==> src/rtl/joy_db15_tx_if.sv <==
// rtl/joy_db15_tx_if.sv - DB15 joystick link signal bundle
// Purpose: groups the pad words, host strobes and serial/status outputs of joy_db15_tx.
// Signals:
//   joystick1, joystick2 [15:0] : pad words, active-high (driven by master)
//   JOY_CLK                     : host shift clock, asynchronous (driven by master)
//   JOY_LOAD                    : host load strobe, asynchronous, active-low (driven by master)
//   JOY_DATA                    : serial data, active-low (driven by slave)
//   frame_done                  : one-cycle pulse at end of frame (driven by slave)
//   busy                        : high while loading or shifting (driven by slave)
interface joy_db15_tx_if;
   logic [15:0] joystick1;
   logic [15:0] joystick2;
   logic        JOY_CLK;
   logic        JOY_LOAD;
   logic        JOY_DATA;
   logic        frame_done;
   logic        busy;

   modport master (
      output joystick1, joystick2, JOY_CLK, JOY_LOAD,
      input  JOY_DATA, frame_done, busy
   );

   modport slave (
      input  joystick1, joystick2, JOY_CLK, JOY_LOAD,
      output JOY_DATA, frame_done, busy
   );
endinterface

==> src/rtl/joy_db15_tx.sv <==
// rtl/joy_db15_tx.sv - DB15 joystick adapter shift register emulation
// Purpose: serialises two parallel joystick words onto the active-low DB15 data line
//          under control of the host's JOY_LOAD / JOY_CLK strobes.
// Ports:
//   clk          : system clock, at least 8x the JOY_CLK rate
//   reset        : synchronous, active-high
//   bus (slave)  : joystick1/2 in, JOY_CLK/JOY_LOAD in, JOY_DATA/frame_done/busy out
//   frame_count  : [15:0] completed frames, wrapping (only with JOY_DB15_TX_STATS_EN)
//   abort_count  : [7:0] frames aborted by JOY_LOAD, saturating (only with JOY_DB15_TX_STATS_EN)
// Parameters: BITS_PER_PLAYER (4..16), SYNC_STAGES (2..3)
// Optional feature macro: JOY_DB15_TX_STATS_EN
module joy_db15_tx #(
   parameter int BITS_PER_PLAYER = 12,
   parameter int SYNC_STAGES     = 2
) (
   input  logic         clk,
   input  logic         reset,
`ifdef JOY_DB15_TX_STATS_EN
   output logic [15:0]  frame_count,
   output logic [7:0]   abort_count,
`endif
   joy_db15_tx_if.slave bus
);
   localparam int FRAME_BITS = 2 * BITS_PER_PLAYER;
   localparam int CNT_W      = $clog2(FRAME_BITS);

   typedef enum logic [1:0] {S_IDLE, S_LOAD, S_SHIFT, S_DONE} state_t;

   state_t                  state, state_next;
   logic [SYNC_STAGES-1:0]  clk_sync, load_sync;
   logic                    clk_prev, load_prev;
   logic                    clk_s, load_s, clk_rise, load_rise;
   logic [FRAME_BITS-1:0]   sreg, sreg_next, load_word;
   logic [CNT_W-1:0]        cnt, cnt_next;
   logic                    done_next;
   logic                    frame_done_q;
   logic                    unused_hi;

   // Upper pad bits beyond BITS_PER_PLAYER are deliberately ignored.
   assign unused_hi = ^{bus.joystick1, bus.joystick2};

   assign load_word = {~bus.joystick2[BITS_PER_PLAYER-1:0], ~bus.joystick1[BITS_PER_PLAYER-1:0]};
   assign clk_s     = clk_sync[SYNC_STAGES-1];
   assign load_s    = load_sync[SYNC_STAGES-1];
   assign clk_rise  = clk_s & ~clk_prev;
   assign load_rise = load_s & ~load_prev;

   always_ff @(posedge clk) begin
      if (reset) begin
         clk_sync     <= '1;
         load_sync    <= '1;
         clk_prev     <= 1'b1;
         load_prev    <= 1'b1;
         state        <= S_IDLE;
         sreg         <= '1;
         cnt          <= '0;
         frame_done_q <= 1'b0;
      end else begin
         clk_sync     <= {clk_sync[SYNC_STAGES-2:0], bus.JOY_CLK};
         load_sync    <= {load_sync[SYNC_STAGES-2:0], bus.JOY_LOAD};
         clk_prev     <= clk_s;
         load_prev    <= load_s;
         state        <= state_next;
         sreg         <= sreg_next;
         cnt          <= cnt_next;
         frame_done_q <= done_next;
      end
   end

   always_comb begin
      state_next = state;
      sreg_next  = sreg;
      cnt_next   = cnt;
      done_next  = 1'b0;
      // A low load strobe wins in every state and throws away any partial frame.
      if (!load_s) begin
         state_next = S_LOAD;
         sreg_next  = load_word;
         cnt_next   = '0;
      end else begin
         case (state)
            S_LOAD: begin
               // Shift edges coinciding with the load release are ignored here.
               sreg_next = load_word;
               cnt_next  = '0;
               if (load_rise) state_next = S_SHIFT;
            end
            S_SHIFT: begin
               if (clk_rise) begin
                  sreg_next = {1'b1, sreg[FRAME_BITS-1:1]};
                  if (cnt == CNT_W'(FRAME_BITS - 1)) begin
                     state_next = S_DONE;
                     done_next  = 1'b1;
                  end else begin
                     cnt_next = cnt + CNT_W'(1);
                  end
               end
            end
            default: ;
         endcase
      end
   end

   assign bus.busy       = (state == S_LOAD) || (state == S_SHIFT);
   assign bus.JOY_DATA   = bus.busy ? sreg[0] : 1'b1;
   assign bus.frame_done = frame_done_q;

`ifdef JOY_DB15_TX_STATS_EN
   always_ff @(posedge clk) begin
      if (reset) begin
         frame_count <= '0;
         abort_count <= '0;
      end else begin
         if (done_next) frame_count <= frame_count + 16'd1;
         if (state == S_SHIFT && state_next == S_LOAD && abort_count != 8'hFF)
            abort_count <= abort_count + 8'd1;
      end
   end
`endif
endmodule

==> src/flat_wrapper.sv <==
// flat-port wrapper written by rule: the top's interface ports become plain ports
module joy_db15_tx_flat 
#(
   parameter int BITS_PER_PLAYER = 12,
   parameter int SYNC_STAGES     = 2
)
  (clk, reset, bus_joystick1, bus_joystick2, bus_JOY_CLK, bus_JOY_LOAD, bus_JOY_DATA, bus_frame_done, bus_busy);
  joy_db15_tx_if bus_i ();
  input  logic clk;
  input  logic reset;
  input wire logic [$bits(bus_i.joystick1)-1:0] bus_joystick1;
  input wire logic [$bits(bus_i.joystick2)-1:0] bus_joystick2;
  input wire logic [$bits(bus_i.JOY_CLK)-1:0] bus_JOY_CLK;
  input wire logic [$bits(bus_i.JOY_LOAD)-1:0] bus_JOY_LOAD;
  output wire logic [$bits(bus_i.JOY_DATA)-1:0] bus_JOY_DATA;
  output wire logic [$bits(bus_i.frame_done)-1:0] bus_frame_done;
  output wire logic [$bits(bus_i.busy)-1:0] bus_busy;
  assign bus_i.joystick1 = bus_joystick1;
  assign bus_i.joystick2 = bus_joystick2;
  assign bus_i.JOY_CLK = bus_JOY_CLK;
  assign bus_i.JOY_LOAD = bus_JOY_LOAD;
  assign bus_JOY_DATA = bus_i.JOY_DATA;
  assign bus_frame_done = bus_i.frame_done;
  assign bus_busy = bus_i.busy;
  joy_db15_tx #(.BITS_PER_PLAYER(BITS_PER_PLAYER), .SYNC_STAGES(SYNC_STAGES)) u_core (.clk(clk), .reset(reset), .bus(bus_i));
endmodule
==> config.mk <==
export PLATFORM = sky130hd
export DESIGN_NAME = joy_db15_tx_flat
export DESIGN_NICKNAME = d
export VERILOG_FILES = /design/src/rtl/joy_db15_tx_if.sv /design/src/rtl/joy_db15_tx.sv /design/src/flat_wrapper.sv
export SDC_FILE = /design/constraint.sdc
export NUM_CORES = 1
export LEC_CHECK = 0
export BUFFER_PORTS_ARGS = -buffer_cell sky130_fd_sc_hd__buf_2
export CORE_AREA = 5 5 71 73
export CTS_BUF_LIST = sky130_fd_sc_hd__clkbuf_16
export DETAILED_ROUTE_END_ITERATION = 10
export DIE_AREA = 0 0 76 78
export HOLD_SLACK_MARGIN = 0.15
export PLACE_DENSITY_LB_ADDON = 0.25
export SYNTH_ARGS = -nofsm -noshare
export SYNTH_HDL_FRONTEND = slang
export SYNTH_SLANG_ARGS = --single-unit
==> constraint.sdc <==
create_clock -name clk -period 1.7 [get_ports clk]
set_input_delay 0.34 -clock clk [delete_from_list [all_inputs] [get_ports clk]]
set_output_delay 0.34 -clock clk [all_outputs]
set_load 0.005 [all_outputs]
==> metrics.cfg <==
[detailed_routing]
vias = 1392
wl_per_cell_um = 12.3
post-route-drc-count = 0
via_per_inst = 5.27
antenna_left = 0
dr.pass1.iters = 4
drt-total-wl_um = 3240
drt_iter0_markers = 46

[logic_synthesis]
synth_fa_ha_area_frac = 0.0228
postSynthAreaPerCell_sq_um = 9.16
synth_cell_type_count = 33
synth-seq-area-share = 0.461
synth_top_family_by_area = compound AO/OA/AOI/OAI gates
synth-compound-area-share = 0.288
syn_inst = 180
yosys-mux-area-fraction = 0.00683
syn_nets = 219
ys_ff_latch = 38
synth-xor-area-share = 0
synth_warnings = 0
yosys.area_share.simple = 0.166
netlist_area_sq_mm = 0.00165

[global_routing]
track_usage = 0.120
grt-ovfl-total = 0
grt_max_degree = 48
antenna_found_initial = 0
grt_first_pass_wirelength_um = 5840
grt_pass1_vias = 1377

[worst_hold_path]
hold_class = primary input to flip-flop

[clock_network]
clk_pin_slew_ns = 0.06
clk-insertion-delay-late_ns = 0.28
numCtsBuffers = 5
cts-root-buf = clkbuf_16
cts_tree = yes
cts_max_path_buffers = 2
clock_sinks = 38
htreeDepth = 2

[floorplanning]
initial_utilization = 0.384
die_h_um = 78
num_rows = 24
die_w_um = 76
coreArea_sq_mm = 0.00429
ios = 39
dieArea_sq_mm = 0.00593

[critical_path]
cp-end-kind = output pin
critical_path_required_ns = 1.36
cp_max_fo = 4
startpoint_type = flip-flop
critical_path_class = flip-flop to output pin
cp.arrival_ns = 1.30

[sta]
finalCritPeriodShare = 0.964
tightest_slew_ns = 0.481
skew_ns = 0.00527
grt_setup_unrepaired = false
slew_headroom = 0.677
slew_viol_final = 0
max_freq_mhz = 610
setup_viol = 0
setup_tns_ns = 0
layout_min_cycle_time_ns = 1.64
finalHoldViolations = 0

[placement]
io_buffer_count = 30
dpl.hpwl_um = 2170
gp_congestion = 0.808

[pwr]
p_per_area_mw_per_mm2 = 1140
totalPowerFinal_mw = 2.35
leakagePower_nw = 0.797
ir_drop_mv = 0.542

[cells_and_area]
layout_commonest_cell = dfxtp_1
final_cell_mix = 37 x dfxtp_1, 30 x buf_2, 26 x nor2_1
areaGrowthSynthToFinish_pct = 24.9
drive_above_1_share = 0.278
finalCoreUtilization = 0.480
antenna_cells = 0
nNetsFinal = 250

[flow_run]
max-cap-violations = 0

[outcome]
status = complete, no violations

==> final cells by class <==
| type | count | area, sq um |
|---|---|---|
| fill | 415 | 2230 |
| clock inverter | 3 | 40.0 |
| sequential | 38 | 762 |
| clock buffer | 5 | 125 |
| timing repair buffer | 37 | 228 |
| tap | 52 | 65.1 |
| inverter | 6 | 22.5 |
| multi-input combinational | 123 | 817 |
==> final timing paths <==
kind / startpoint / endpoint / slack (ns) / cells past startpoint
max reg2reg: u_core.state[0] / u_core.sreg[20] / 0.13 / 7
max: u_core.state[0] / bus_JOY_DATA / 0.06 / 4
min: bus_JOY_LOAD / u_core.load_sync[0] / 0.24 / 2
min reg2reg: u_core.load_sync[0] / u_core.load_sync[1] / 0.41 / 1
==> power breakdown <==
group / switching, mW / internal [mW] / leakage [nW]
clock: 0.346 / 0.686 / 0.0836
sequential: 0.0412 / 0.976 / 0.313
combinational: 0.153 / 0.152 / 0.400
==> per-stage QoR <==
| step | instances | instance area [sq um] | worst slack [ns] | hold slack, ns |
|---|---|---|---|---|
| floorplan | 180 | 1650 | 0.110 | 0.389 |
| global placement | 256 | 1880 | 0.0380 | 0.393 |
| detailed placement | 256 | 1880 | 0.0322 | 0.394 |
| CTS | 264 | 2060 | 0.00707 | 0.237 |
| global route | 264 | 2060 | 0.0176 | 0.242 |
| finish | 264 | 2060 | 0.0616 | 0.245 |
==> timing repair <==
action / CTS / global route
buffers inserted: 0 / 0
gates resized for setup: 1 / 1
gates cloned: 0 / 0
pin swaps: 0 / 1
setup endpoints to repair: 1 / 6
hold buffers: 0 / 0
==> worst max-delay path, cell delays in order, from the launching register on <==
cell and delay, ns:
dfxtp_2 0.33, inv_1 0.06, ha_4 0.23, or2_2 0.28, buf_2 0.13
==> layer usage <==
metal,global-route usage,share of wire,up-vias,routed length (um)
li1,-,-,724,-
met1,0.142,0.47,636,1530
met2,0.182,0.47,26,1510
met3,0.0463,0.044,6,141
met4,0.0730,0.018,0,57
met5,0,0,-,0
==> logic make-up (layout without fill, tap and decap cells) <==
logic type               after synthesis  after routing
multiplexers                           1              1
flip-flops                            38             38
AND/OR/NAND/NOR                       57             57
AO/OA/AOI/OAI                         62             62
buffers and inverters                 19             51
adder cells (fa/ha/maj)                3              3
==> state kept, by name, summed over array words and instances (netlist names) <==
register               count
u_core.sreg               24
u_core.state               2
u_core.clk_prev            1
u_core.cnt                 5
u_core.load_sync           2
u_core.bus.frame_done      1
u_core.load_prev           1
u_core.clk_sync            2
==> Yosys cell counts, drive strengths merged <==
library cell  count  area share
a211o            23        0.12
nand2b            3       0.011
o21a              1      0.0046
nand2             7       0.017
clkbuf            4      0.0091
nor4              2      0.0076
or2               7       0.027
nor2b             1      0.0038
buf               9       0.033
nand4             1      0.0038
o21ai             6       0.020
nand4b            2       0.011
nand3             5       0.015
or3               2      0.0076
a21boi            1      0.0046
ha                3       0.023
a21o              1      0.0046
nor3              1      0.0030
a21oi             4       0.012
nor2             26       0.059
inv               6       0.014
mux2              1      0.0068
o311ai            1      0.0053
a31oi             1      0.0038
dfxtp            38        0.46
o31a              1      0.0053
a211oi           23        0.10
Note: power is estimated with default switching activity, not from simulation.
